<file path="src/rtl/imm_gen_pipe_pkg.sv">
// imm_gen_pipe_pkg: RV32I opcodes and immediate format codes shared by the immediate generator
package imm_gen_pipe_pkg;
  localparam logic [6:0] OP_LOAD   = 7'b0000011;
  localparam logic [6:0] OP_IMM    = 7'b0010011;
  localparam logic [6:0] OP_JALR   = 7'b1100111;
  localparam logic [6:0] OP_SYSTEM = 7'b1110011;
  localparam logic [6:0] OP_STORE  = 7'b0100011;
  localparam logic [6:0] OP_BRANCH = 7'b1100011;
  localparam logic [6:0] OP_LUI    = 7'b0110111;
  localparam logic [6:0] OP_AUIPC  = 7'b0010111;
  localparam logic [6:0] OP_JAL    = 7'b1101111;
  localparam logic [2:0] FMT_NONE  = 3'd0;
  localparam logic [2:0] FMT_I     = 3'd1;
  localparam logic [2:0] FMT_S     = 3'd2;
  localparam logic [2:0] FMT_B     = 3'd3;
  localparam logic [2:0] FMT_U     = 3'd4;
  localparam logic [2:0] FMT_J     = 3'd5;
endpackage

</file>
<file path="src/rtl/imm_gen_pipe_decode.sv">
// imm_decode_comb: combinational RV32I immediate extraction and sign extension to XLEN
module imm_decode_comb
  import imm_gen_pipe_pkg::*;
#(
  parameter int XLEN = 32
) (
  input  logic [31:0]     instr,
  output logic [XLEN-1:0] imm,
  output logic [2:0]      fmt,
  output logic            illegal
);
  logic [6:0]  op;
  logic [31:0] imm32;
  assign op = instr[6:0];
  // classify the opcode, then pick the matching bit scramble; unknown opcodes yield zero
  always_comb begin
    fmt = (op == OP_LOAD || op == OP_IMM || op == OP_JALR || op == OP_SYSTEM) ? FMT_I :
          (op == OP_STORE) ? FMT_S :
          (op == OP_BRANCH) ? FMT_B :
          (op == OP_LUI || op == OP_AUIPC) ? FMT_U :
          (op == OP_JAL) ? FMT_J : FMT_NONE;
    illegal = (fmt == FMT_NONE);
    imm32 = (fmt == FMT_I) ? {{20{instr[31]}}, instr[31:20]} :
            (fmt == FMT_S) ? {{20{instr[31]}}, instr[31:25], instr[11:7]} :
            (fmt == FMT_B) ? {{19{instr[31]}}, instr[31], instr[7], instr[30:25], instr[11:8], 1'b0} :
            (fmt == FMT_U) ? {instr[31:12], 12'b0} :
            (fmt == FMT_J) ? {{11{instr[31]}}, instr[31], instr[19:12], instr[20], instr[30:21], 1'b0} :
            32'd0;
  end
  assign imm = XLEN'($signed(imm32));
endmodule

</file>
<file path="src/rtl/imm_gen_pipe.sv">
// imm_gen_pipe: one-cycle pipelined immediate generator with optional 2-entry skid buffer and flush
module imm_gen_pipe
  import imm_gen_pipe_pkg::*;
#(
  parameter int XLEN  = 32,
  parameter int SKID  = 1,
  parameter int TAG_W = 8
) (
  input  logic             clk,
  input  logic             rst,
  input  logic             flush,
  input  logic             in_valid,
  output logic             in_ready,
  input  logic [31:0]      in_instr,
  input  logic [TAG_W-1:0] in_tag,
  output logic             out_valid,
  input  logic             out_ready,
  output logic [XLEN-1:0]  out_imm,
  output logic [2:0]       out_fmt,
  output logic             out_illegal,
  output logic [TAG_W-1:0] out_tag
);
  typedef struct packed {
    logic [XLEN-1:0]  imm;
    logic [2:0]       fmt;
    logic             ill;
    logic [TAG_W-1:0] tag;
  } ent_t;
  ent_t dec, main_q, main_d, skid_q, skid_d;
  logic main_v_q, main_v_d, skid_v_q, skid_v_d;
  logic accept, pop, ld_skid, ld_main_in, ld_main_sk;
  imm_decode_comb #(.XLEN(XLEN)) u_dec (
    .instr   (in_instr),
    .imm     (dec.imm),
    .fmt     (dec.fmt),
    .illegal (dec.ill)
  );
  assign dec.tag     = in_tag;
  assign in_ready    = (SKID != 0) ? !skid_v_q : (!main_v_q || out_ready);
  assign accept      = in_valid && in_ready;
  assign pop         = main_v_q && out_ready;
  assign out_valid   = main_v_q;
  assign out_imm     = main_q.imm;
  assign out_fmt     = main_q.fmt;
  assign out_illegal = main_q.ill;
  assign out_tag     = main_q.tag;
  // steer new entries to main or skid; the skid drains into main before any newer input
  always_comb begin
    ld_skid    = accept && main_v_q && !out_ready;
    ld_main_in = accept && !ld_skid;
    ld_main_sk = pop && skid_v_q;
    main_d     = ld_main_in ? dec : ld_main_sk ? skid_q : main_q;
    skid_d     = ld_skid ? dec : skid_q;
    main_v_d   = flush ? 1'b0 : (ld_main_in || ld_main_sk) ? 1'b1 : pop ? 1'b0 : main_v_q;
    skid_v_d   = flush ? 1'b0 : ld_skid ? 1'b1 : ld_main_sk ? 1'b0 : skid_v_q;
  end
  // state registers; reset also clears the stored payloads so outputs read zero
  always_ff @(posedge clk) begin
    if (rst) begin
      main_q   <= '0;
      skid_q   <= '0;
      main_v_q <= 1'b0;
      skid_v_q <= 1'b0;
    end else begin
      main_q   <= main_d;
      skid_q   <= skid_d;
      main_v_q <= main_v_d;
      skid_v_q <= skid_v_d;
    end
  end
endmodule
</file>
<file path="config.mk">
export PLATFORM = sky130hd
export DESIGN_NAME = imm_gen_pipe
export DESIGN_NICKNAME = d
export VERILOG_FILES = /design/src/rtl/imm_gen_pipe_pkg.sv /design/src/rtl/imm_gen_pipe_decode.sv /design/src/rtl/imm_gen_pipe.sv
export SDC_FILE = /design/constraint.sdc
export NUM_CORES = 1
export LEC_CHECK = 0
export CAP_MARGIN = 30
export CORE_MARGIN = 8
export CORE_UTILIZATION = 50
export CTS_CLUSTER_DIAMETER = 80
export CTS_CLUSTER_SIZE = 16
export DETAILED_ROUTE_END_ITERATION = 8
export GPL_ROUTABILITY_DRIVEN = 0
export MAX_ROUTING_LAYER = met4
export PLACE_DENSITY = 0.79
export SETUP_SLACK_MARGIN = 0.5
export SYNTH_ARGS = -nofsm -noshare
export SYNTH_HDL_FRONTEND = slang
export SYNTH_HIERARCHICAL = 1
export SYNTH_SLANG_ARGS = --single-unit
</file>
<file path="constraint.sdc">
create_clock -name clk -period 2 [get_ports clk]
set_input_delay 0.2 -clock clk [delete_from_list [all_inputs] [get_ports clk]]
set_output_delay 0.2 -clock clk [all_outputs]
set_load 0.01 [all_outputs]
</file>
Yosys cells after proc, flatten, opt, wreduce, memory -nomap -nowiden
Index checks and enable logic that the tools add are counted.

Bits of input ports: 45. Output and inout bits: 46. Register bits after elaboration: 90.

Reduce and logical (&&, ||, !) cells: 19. Equal/unequal tests: 14. Multiplexer cells: 16.

Operator list (number): $mux 32 (5); $mux 44 (2); $eq 7x7->1 const B (4); $mux 3 (5); $eq 7x5->1 const B (2); $eq 7x6->1 const B (2); $eq 7x2->1 const B (1); $eq 3x2->1 const B (2); $eq 3x3->1 const B (2); $logic_and 1x1->1 (6); $reduce_bool 2->1 (3); $logic_or 1x1->1 (5); $mux 1 (4); $eq 3x1->1 const B (1); $logic_not 1->1 (3); $logic_not 3->1 (1); $reduce_or 2->1 (1).

Logic depth before layout (Yosys ltp)
Depth in word-level cells: 13. Mapped depth: 8. Mapped depth without buffers: 6.

Cells and area by module
The synthesis kept the hierarchy.

Modules (own cells, without submodules): imm_gen_pipe (area each 3543.4 sq um, times used 1, sequential area each 1801.7 sq um, cells each 357); imm_decode_comb (area each 503.0 sq um, times used 1, sequential area each 0.0 sq um, cells each 69).

Worst setup path after synthesis
Ideal clock, no wire load.

Path kind: input -> register. From: input port in_instr[4]. To: register main_q (netlist bit out_imm[15]). Stages on the path: 7. Slack: 0.489 ns. Path buffers: 1. Library setup time: 0.060 ns. Arrival: 1.451 ns. Cell sequence: nand2b_1 > or3_1 > buf_6 > o21bai_4 > a21o_1 > o31a_1 > o221a_1.

RTL lines: start: declaration (line imm_gen_pipe.sv:14) `input logic [31:0] in_instr,`; end signal: assignment (line imm_gen_pipe.sv:65) `main_q <= main_d;`; end: declaration (line imm_gen_pipe.sv:29) `ent_t dec, main_q, main_d, skid_q, skid_d;`.

Final worst setup path
From: register main_q (netlist bit out_imm[0]). To: output port out_imm[0].

RTL lines: end: declaration (line imm_gen_pipe.sv:18) `output logic [XLEN-1:0] out_imm,`.

No word-level cell between the ends.

==> results.rst <==
.. list-table::
   :header-rows: 1

   * - Metric
     - Value
   * - CTS Buf Count
     - 9
   * - Netlist cell types
     - 45
   * - Clock slew seen by the registers of the worst setup and hold paths
     - 0.09 ns
   * - GR Util All Layers
     - 21.5%
   * - Total power per unit cell area
     - 719 nW/um2
   * - DRC
     - 0
   * - Port Buffers
     - 90
   * - Actual transition at the worst max-transition pin
     - 0.550 ns
   * - Seq/Total Area, Yosys
     - 44.5%
   * - Worst-path maximum fanout
     - 2
   * - Delay contributed by the slowest stage of the critical path
     - 0.55 ns
   * - Ratio of final minimum period to clock period
     - 73.4%
   * - Number of synthesis warnings
     - 6
   * - Buf+Inv Stages, Crit Path
     - 1
   * - Static Leakage
     - 2.34 nW
   * - Max rail drop VDD
     - 0.361 mV
   * - Post-route cell area
     - 5430 um2
   * - Path type of the worst min-delay path
     - in2reg
   * - Final instance count without filler cells
     - 626
   * - Maximum capacitance violations
     - 0
   * - Vias per Instance
     - 5.76
   * - Detailed Routing Iterations Pass 1
     - 4
   * - Die area
     - 11,200 um2
   * - Hold Vio Cnt, Final
     - 0
   * - Netlist Area Pre-Place
     - 4050 um2
   * - Standard cell with the maximum stage delay on the critical path
     - clkdlybuf4s50_1
   * - Yosys reg bits
     - 90
   * - Post-DP Area
     - 5030 um2
   * - Remaining antenna violation count
     - 0
   * - Die boundary width
     - 106 um
   * - Cell types with the largest area share after synthesis
     - dfxtp_1 45%, nand2_1 8.7%, o221a_2 8.1%
   * - CP Launch Type
     - flip-flop
   * - Number of failing setup endpoints in the final timing report
     - 0
   * - Kind of cell adding the most delay to the critical path
     - buffers and inverters
   * - Number of instances in the placed design
     - 606
   * - Fin Clk Skew
     - 0.00521 ns
   * - Nets
     - 561
   * - Clock tree from TritonCTS
     - done
   * - # clock sinks
     - 90
   * - Number of top-level pins
     - 91
   * - Iteration-0 DRC count of the detailed router
     - 220
   * - Clock tree root buffer cell
     - clkbuf_8
   * - Highest clock frequency the design can meet
     - 681 MHz
   * - Cell chain of the critical path
     - clkdlybuf4s50_1
   * - Initial antenna violation count
     - 0
   * - Mean instance size in the synthesized netlist
     - 9.50 um2
   * - Worst EP arrival
     - 1.27 ns
   * - Worst slew margin
     - 63.3%
   * - First-pass GRT wire length
     - 18.8 mm
   * - Type of destination of the critical path
     - output port
   * - Total via count in the routed design
     - 3,605
   * - Via count of the first global-routing pass
     - 3,710
   * - Area delta synth->final
     - 34.2%
   * - Starting Density
     - 50.5%
   * - Row count
     - 33
   * - Gr ovfl total
     - 0
   * - Area share of the largest cell type after synthesis
     - 44.5%
   * - Clock H-tree levels
     - 3
   * - Count of mapped cells out of synthesis
     - 426
   * - Number of nets produced by synthesis
     - 471
   * - Slew Viols, Final
     - 0
   * - Minimum period implied by the final worst setup slack
     - 1.47 ns
   * - Per-cell routed wire length
     - 19.2 um
   * - Top cell type by total area after synthesis
     - dfxtp_1
   * - Vert. Die Dim
     - 106 um
   * - Share of layout cells above drive strength 1
     - 21.3%
   * - Worst hold margin
     - 0.241 ns
   * - HPWL after detailed placement
     - 7.76 mm
   * - Routed wire length
     - 12.0 mm
   * - Type of the worst setup path
     - reg2out
   * - N_diodes
     - 0
   * - Maximum number of pins on one net before global-route repair
     - 47
   * - Setup repair after global routing missed its margin
     - false
   * - Run status
     - finished clean
   * - Clock latency at the later pin of the worst-skew pair
     - 0.36 ns
   * - Number of buffers on the longest clock path
     - 2
   * - Data required time at the worst endpoint
     - 1.80 ns
   * - Area of the placeable core
     - 8010 um2
where the power goes:
part / total, mW / switching, mW / leakage, nW / internal [mW]
Combinational: 0.551 / 0.251 / 1.48 / 0.300
Clock: 1.46 / 0.651 / 0.119 / 0.805
Sequential: 1.89 / 0.0398 / 0.735 / 1.85
Total: 3.90 / 0.942 / 2.34 / 2.96
stage by stage:
stage                     TNS, ns  utilization (%)  setup WS, ns  total power, mW
after floorplan                 0                -         0.532             2.18
after global placement      -1.51             62.8       -0.0995             2.47
after detailed placement    -4.51             62.8        -0.178             2.48
after CTS                       0             67.0         0.496             3.91
after global routing            0             67.8         0.500             4.03
final                           0             67.8         0.531             3.90
final cells by class:
cell class,instances,area (um2)
repair buffers,115,1180
well taps,105,131
flip-flops and latches,90,1810
clock inverters,4,72.6
multi-input cells,295,2050
clock buffers,12,165
fillers,647,2580
inverters,5,18.8
repair_timing:
item	CTS	global route
pin swaps	7	1
setup buffers	3	1
gates resized for setup	35	25
endpoints found under the setup margin	73	53
hold buffers	0	0
registers in the layout (all words and copies together), names as in the netlist:
register,flops
out_fmt,3
out_illegal,1
out_imm,32
out_tag,8
out_valid,1
skid_q,44
skid_v_q,1
layout by cell type, fill, tap and decap left out, types with 2 or more instances in the layout:
| cell type | count |
|---|---|
| o21ai_1 | 2 |
| nand2_1 | 92 |
| and2_1 | 6 |
| o21a_1 | 42 |
| mux2i_1 | 3 |
| a21oi_1 | 47 |
| o221a_2 | 29 |
| clkbuf_2 | 2 |
| o31ai_2 | 2 |
| dlymetal6s2s_1 | 15 |
| buf_4 | 18 |
| dfxtp_1 | 88 |
| nand2b_4 | 2 |
| buf_12 | 6 |
| dlygate4sd2_1 | 10 |
| o221a_1 | 13 |
| clkdlybuf4s50_1 | 63 |
| a22o_1 | 4 |
| nand2_2 | 2 |
| a21o_2 | 10 |
| bufinv_16 | 2 |
| inv_1 | 4 |
| clkbuf_8 | 12 |
| a21o_1 | 9 |
kinds of logic (layout without fill, tap and decap cells):
kind of cell           after synthesis  in the layout  share of synthesized area, %
buffers and inverters               41            136                          7.14
multiplexers                         3              3                         0.742
AO/OA/AOI/OAI                      171            171                          33.7
flip-flops                          90             90                          44.5
AND/OR/NAND/NOR                    121            121                          13.9
synth_stat cells, drive strengths merged:
| cell type | instances |
|---|---|
| nand3 | 2 |
| o21a | 42 |
| o32ai | 1 |
| buf | 26 |
| mux2i | 3 |
| inv | 4 |
| o22ai | 1 |
| a22o | 4 |
| and4bb | 2 |
| a21oi | 48 |
| a21boi | 1 |
| a2111oi | 1 |
| and2 | 6 |
| nand2b | 3 |
| nor2b | 2 |
| or3b | 2 |
| o21ai | 5 |
| o31a | 1 |
| or3 | 1 |
| and3 | 1 |
| clkbuf | 10 |
| nand3b | 1 |
| nand4bb | 1 |
| nor3 | 2 |
| o21bai | 2 |
| clkinv | 1 |
| and2b | 2 |
| nor2 | 1 |
| a21o | 19 |
| a311oi | 1 |
| o31ai | 2 |
| o221a | 42 |
| dfxtp | 90 |
| nand2 | 95 |
| o2bb2ai | 1 |
per-layer routing:
layer,global-route usage (%),vias to the layer above,share of wire [%]
met4,11.2,0,2.6
met2,34.9,118,49
li1,-,1724,-
met5,-,-,0
met1,25.1,1738,43
met3,3.81,25,5.4
path summary, 6_finish.rpt:
check	startpoint	endpoint	depth (start not counted)	slack [ns]
setup / recovery	out_imm[0]	out_imm[0]	1	0.53
hold / removal	in_instr[6]	skid_q[12]	4	0.24
setup reg to reg	out_valid	out_imm[12]	4	0.63
hold reg to reg	skid_q[26]	skid_q[26]	2	0.46
No activity file was read; power rests on OpenSTA's default activity.
